$ cat src/rtl/reg_file_if.sv
// Register file access bus between decode/writeback (master) and the
// register file (slave).
//   r     : mode select, 1 = read cycle, 0 = write cycle
//   rs1   : read port A register index
//   rs2   : read port B register index
//   rd    : write register index
//   din   : write data
//   rs1v  : registered read data, port A
//   rs2v  : registered read data, port B
interface reg_file_if #(
  parameter int DATA_WIDTH = 32,
  parameter int ADDR_WIDTH = 5
);
  logic                  r;
  logic [ADDR_WIDTH-1:0] rs1;
  logic [ADDR_WIDTH-1:0] rs2;
  logic [ADDR_WIDTH-1:0] rd;
  logic [DATA_WIDTH-1:0] din;
  logic [DATA_WIDTH-1:0] rs1v;
  logic [DATA_WIDTH-1:0] rs2v;

  modport master (
    output r, rs1, rs2, rd, din,
    input  rs1v, rs2v
  );

  modport slave (
    input  r, rs1, rs2, rd, din,
    output rs1v, rs2v
  );
endinterface

$ cat src/rtl/reg_file.sv
// 32-entry general-purpose register file: one write port, two registered
// read ports, with a single read/write mode select. Register 0 reads as zero.
//   clk : system clock, all updates on the rising edge
//   rst : asynchronous reset, active-low; clears all registers and outputs
//   bus : reg_file_if slave (r, rs1, rs2, rd, din in; rs1v, rs2v out)
module reg_file #(
  parameter int DATA_WIDTH = 32,
  parameter int ADDR_WIDTH = 5
) (
  input  logic       clk,
  input  logic       rst,
  reg_file_if.slave  bus
);

  localparam int unsigned DEPTH = 2 ** ADDR_WIDTH;

  logic [DATA_WIDTH-1:0] regs [DEPTH];
  logic [DATA_WIDTH-1:0] rs1v_q;
  logic [DATA_WIDTH-1:0] rs2v_q;

  always_ff @(posedge clk or negedge rst) begin
    if (!rst) begin
      for (int unsigned i = 0; i < DEPTH; i++) begin
        regs[i] <= '0;
      end
      rs1v_q <= '0;
      rs2v_q <= '0;
    end else if (bus.r) begin
      // Read cycle: contents untouched; index 0 forced to zero explicitly.
      rs1v_q <= (bus.rs1 == '0) ? '0 : regs[bus.rs1];
      rs2v_q <= (bus.rs2 == '0) ? '0 : regs[bus.rs2];
    end else if (bus.rd != '0) begin
      // Write cycle: outputs hold; writes to register 0 are dropped.
      regs[bus.rd] <= bus.din;
    end
  end

  assign bus.rs1v = rs1v_q;
  assign bus.rs2v = rs2v_q;

endmodule

$ cat src/flat_wrapper.sv
// flat-port wrapper written by rule: the top's interface ports become plain ports
module reg_file_flat 
#(
  parameter int DATA_WIDTH = 32,
  parameter int ADDR_WIDTH = 5
)
  (clk, rst, bus_r, bus_rs1, bus_rs2, bus_rd, bus_din, bus_rs1v, bus_rs2v);
  reg_file_if #(.DATA_WIDTH(DATA_WIDTH), .ADDR_WIDTH(ADDR_WIDTH)) bus_i ();
  input  logic clk;
  input  logic rst;
  input wire logic [$bits(bus_i.r)-1:0] bus_r;
  input wire logic [$bits(bus_i.rs1)-1:0] bus_rs1;
  input wire logic [$bits(bus_i.rs2)-1:0] bus_rs2;
  input wire logic [$bits(bus_i.rd)-1:0] bus_rd;
  input wire logic [$bits(bus_i.din)-1:0] bus_din;
  output wire logic [$bits(bus_i.rs1v)-1:0] bus_rs1v;
  output wire logic [$bits(bus_i.rs2v)-1:0] bus_rs2v;
  assign bus_i.r = bus_r;
  assign bus_i.rs1 = bus_rs1;
  assign bus_i.rs2 = bus_rs2;
  assign bus_i.rd = bus_rd;
  assign bus_i.din = bus_din;
  assign bus_rs1v = bus_i.rs1v;
  assign bus_rs2v = bus_i.rs2v;
  reg_file #(.DATA_WIDTH(DATA_WIDTH), .ADDR_WIDTH(ADDR_WIDTH)) u_core (.clk(clk), .rst(rst), .bus(bus_i));
endmodule
$ cat config.mk
export PLATFORM = sky130hd
export DESIGN_NAME = reg_file_flat
export DESIGN_NICKNAME = d
export VERILOG_FILES = /design/src/rtl/reg_file_if.sv /design/src/rtl/reg_file.sv /design/src/flat_wrapper.sv
export SDC_FILE = /design/constraint.sdc
export NUM_CORES = 2
export LEC_CHECK = 0
export ABC_CLOCK_PERIOD_IN_PS = 1650
export CAP_MARGIN = 20
export CORE_MARGIN = 3
export CORE_UTILIZATION = 30
export CTS_BUF_LIST = sky130_fd_sc_hd__clkbuf_4 sky130_fd_sc_hd__clkbuf_8 sky130_fd_sc_hd__clkbuf_16
export CTS_CLUSTER_SIZE = 20
export DETAILED_ROUTE_END_ITERATION = 7
export DONT_BUFFER_PORTS = 1
export PLACE_DENSITY_LB_ADDON = 0.15
export SLEW_MARGIN = 20
export SYNTH_ARGS = -nofsm -noshare
export SYNTH_HDL_FRONTEND = slang
export SYNTH_SLANG_ARGS = --single-unit
$ cat constraint.sdc
create_clock -name clk -period 1.65 [get_ports clk]
set_clock_uncertainty 0.05 [all_clocks]
set_input_delay 0.165 -clock clk [delete_from_list [all_inputs] [get_ports clk]]
set_output_delay 0.165 -clock clk [all_outputs]
set_load 0.02 [all_outputs]
# Word level (Yosys, flattened, before mapping)
# Cells that the tools add are included.
# Widths: inputs -> output; s select.
classes:
  magnitude_cmp: 4
  bitwise_logic: 4
  n_reduce_logical: 5
  muxes: 11
op_table:
  columns: ["op", "count"]
  rows:
  - ["$bwmux 1024", 1]
  - ["$bmux 32 s5", 2]
  - ["$mux 32", 7]
  - ["$demux 32 s5", 1]
  - ["$ge 6x6->1 const B", 3]
  - ["$not 5->6", 3]
  - ["$logic_not 5->1", 2]
  - ["$lt 6x1->1 const B", 1]
  - ["$reduce_bool 5->1", 1]
  - ["$reduce_and 2->1", 1]
  - ["$logic_and 1x1->1", 1]
  - ["$not 1->1", 1]
totals:
  regBits: 1088
  elab_cells: 58

# Logic depth before layout (Yosys ltp)
depth:
  depth_word: 6
  mapped_depth: 9

# Worst setup path before layout
# OpenSTA, ideal clock, no wires.
synth_path:
  kind: "in2reg"
  startpoint: "input port bus_rs2[0]"
  endpoint: "register u_core.rs2v_q[11], in the netlist u_core.bus.rs2v[11]"
  slack_ps: -296
  stages: 7
  t_required_ps: 1458
  arrival_ps: 1754
  path_buffers: 3
  path_cell_list: "buf_4 > buf_6 > buf_2 > mux4_2 > and2_1 > a2111oi_0 > a211oi_1"
synth_via:
  elab_chain_cells: 5
synth_lines:
  columns: ["item", "line", "text"]
  rows:
  - ["start: declaration", "flat_wrapper.sv:13", "input wire logic [$bits(bus_i.rs2)-1:0] bus_rs2;"]
  - ["$not 5->6 (implied by the code)", "reg_file.sv:31", "rs2v_q <= (bus.rs2 == '0) ? '0 : regs[bus.rs2];"]
  - ["$bmux 32 s5", "reg_file.sv:31", null]
  - ["$mux 32 (implied by the code) (2 in series)", "reg_file.sv:31", null]
  - ["$mux 32 *", "reg_file.sv:31", null]
  - ["end signal: assignment", "reg_file.sv:31", null]
  - ["end: declaration", "reg_file.sv:19", "logic [DATA_WIDTH-1:0] rs2v_q;"]
# Every way passes the cells marked *; elsewhere a longest branch is shown, timed or not. The select of a mux whose other input is x is not followed.
# A chain may end at the register's enable or synchronous reset.

# Worst setup path in the final report
layout_path:
  startpoint: "input port bus_rs2[0]"
  endpoint: "register u_core.rs2v_q[17], in the netlist u_core.bus.rs2v[17]"
# The elaborated chain is that of the path after synthesis.

==> impl_metrics.ini <==
[outcome]
status = complete, but fails checks
failed_checks = negative hold slack, max-slew violations, negative setup slack

[logic_synthesis]
yosys.cell_types.count = 45
synth_top_area_cell = dfrtp_1
synthMostInstantiatedCell = dfrtp_1
synth-seq-cells = 1088
netlist_area_sq_um = 56500
yosysTopAreaCellShare = 0.482
syn_avg_cell_area_sq_um = 15.4
synth_area_leaders = dfrtp_1 (48%), mux2_2 (21%), mux4_2 (19%), mux2i_1 (2.1%), clkbuf_1 (1.3%)
synth_common_cells = dfrtp_1 (1088), mux2_2 (1056), mux4_2 (470)
synth_edf_count = 0
synth_ff_type = dfrtp_1
yosysSeqAreaShare = 0.482
synth_warnings = 0
synthArstFlopShare = 1.00
synth_cells = 3677
syn-num-nets = 3727

[routing]
ant_nets = 0
drc = 0
vias = 36000
drt_iter0_drc = 2582
avgRoutedWirePerCell_um = 32.6
first_pass_iters = 5
viasPerCell = 5.50
drt_wl_total_mm = 214

[placement]
port_buffers = 0
place_congestion = 0.744
hpwl_mm = 116
pre_cts_ws_ns = -2.39
placed_area_sq_um = 62600

[clocking]
cts_sinks = 1088
cts_tree = built
clock_tree.htree_level_count = 4
clock-root-buffer = clkbuf_16
clk_path_buf_depth = 3
numCtsBuffers = 132
clk-insertion-delay-late_ns = 0.77
clk_pin_slew_ns = 0.06

[final_layout]
fillers = 17600
multi_input_area_sq_um = 28300
fin_nets = 4012
register_area_sq_um = 27300
fin_util = 0.374
areaGrowthSynthToFinish_pct = 23.5
drive_gt1_frac = 0.597
fin_area_sq_um = 69700

[floorplan]
initial_core_util = 0.303
ioPinCount = 114
dieWidth_um = 440
coreArea_sq_um = 186000
die_h_um = 440
core.rowCount = 158
dieArea_sq_um = 193000

[timing]
fmax_ghz = 0.466
tightestPinTransition_ns = 1.58
worst_slew_margin_rel = -0.0566
finalMaxSlewViolations = 46
setup_tns_ns = -8.10
hold_violations = 579
setup_viol_count_final = 64
setup_slack_ns = -0.497
hold_ws_ns = -0.936
fin_crit_ns = 2.15
post-route-period-util = 1.30
rsz0062_at_grt = true

[global_routing]
grt_usage = 0.220
grt_overflow = 0
antenna_found_initial = 8
grt_pass1_vias = 37900
grt_max_degree = 291
grt_first_pass_wirelength_mm = 302

[worst_setup_path]
cp-end-kind = flip-flop
slowest_stage = mux4_2
crit_path_cell_trace = mux4_2 > mux2_4 > a2111oi_4 > buf_4 > a211oi_1
required_ns = 2.24
max_stage_delay_ns = 1.00
cp_max_fo = 286
cp-start-kind = input pin
crit_arrival_ns = 2.74
crit_type = in2reg

[power]
power.total_w = 0.0824
vdd_ir_drop_max_v = 0.00109
power.density_nw_per_um2 = 1180
power_leakage_nw = 30.2

[min_path]
hold_class = in2async

[run]
maxCapViolations = 0
[through the flow]
step           hold WS [ns]  instances
6_report             -0.936       6546
3_5_place_dp         -0.167       6150
2_1_floorplan        -0.181       3677
3_3_place_gp         -0.166       6150
4_1_cts               -1.01       6514
5_1_grt              -0.984       6540
[cell type report]
cell class	count	area share
inverter	14	0.000754
sequential	1088	0.391
clock buffer	208	0.0596
tap	2480	0.0445
antenna	7	0.000251
clock inverter	23	0.00368
timing repair buffer	578	0.0940
multi-input combinational	2148	0.406
[path summary, 6_finish.rpt]
path | startpoint | endpoint | slack, ns | cells after the start
min in group clk | bus_rs2[3] | u_core.bus.rs2v[2] | -0.40 | 2
worst max register to register | u_core.regs[150] | u_core.bus.rs2v[22] | -0.26 | 5
worst max-delay path | bus_rs2[0] | u_core.bus.rs2v[17] | -0.50 | 5
max in group asynchronous | rst | u_core.bus.rs2v[24] | 0.10 | 6
worst min-delay path | rst | u_core.regs[714] | -0.94 | 0
worst min register to register | u_core.regs[1014] | u_core.regs[1014] | 0.35 | 0
[sequential cells by signal (all words and copies together) (netlist names)]
| register | count |
|---|---|
| u_core.bus.rs2v | 32 |
| u_core.bus.rs1v | 32 |
| u_core.regs | 1024 |
[layout by cell type (no fill, tap or decap), types with 20 or more instances in the layout]
cell type	count
dfrtp_1	1066
mux2_2	1037
mux4_2	470
buf_4	336
clkbuf_16	143
buf_12	120
mux2i_1	115
dlygate4sd3_1	62
nand2_1	54
clkbuf_4	47
a22oi_1	41
a221o_1	31
a221oi_1	28
a211oi_2	26
o2bb2ai_1	25
a22o_1	22
o221ai_1	22
nand2b_1	22
dfrtp_2	22
o22ai_1	20
nor2_2	20
clkbuf_8	20
buf_6	20
[where the power goes]
group | internal (W) | switching, W | total (W)
Combinational | 0.0110 | 0.00604 | 0.0170
Clock | 0.0180 | 0.0120 | 0.0300
Sequential | 0.0317 | 0.00370 | 0.0354
Total | 0.0607 | 0.0217 | 0.0824
[repair_timing]
| item | 4_1_cts | 5_1_grt |
|---|---|---|
| buffers inserted | 22 | 20 |
| hold buffers | 108 | 5 |
| cloned | 6 | 2 |
| gates resized for setup | 94 | 61 |
| pin swaps | 18 | 22 |
| endpoints found under the setup margin | 464 | 147 |
| endpoints found under the hold margin | 1618 | 591 |
[worst max-delay path: cells and delay by family]
| family | cells | cell delay, ns |
|---|---|---|
| AOI/OAI and AO/OA | 2 | 0.33 |
| buffers and inverters | 1 | 0.19 |
| muxes | 2 | 1.32 |
[cell families after synthesis]
| kind of cell | count (synthesis) | share of synthesized area |
|---|---|---|
| compound gates | 282 | 0.0417 |
| mux | 1660 | 0.422 |
| flops | 1088 | 0.482 |
| buf+inv | 441 | 0.0348 |
| simple gates | 206 | 0.0189 |
[layer usage]
metal,track usage,part of all wire,vias up
met4,0.0589,0.025,2
li1,-,-,14900
met5,0,0.000061,-
met1,0.304,0.46,20200
met2,0.364,0.49,701
met3,0.0284,0.034,231
Note: power is estimated with default switching activity, not from simulation.
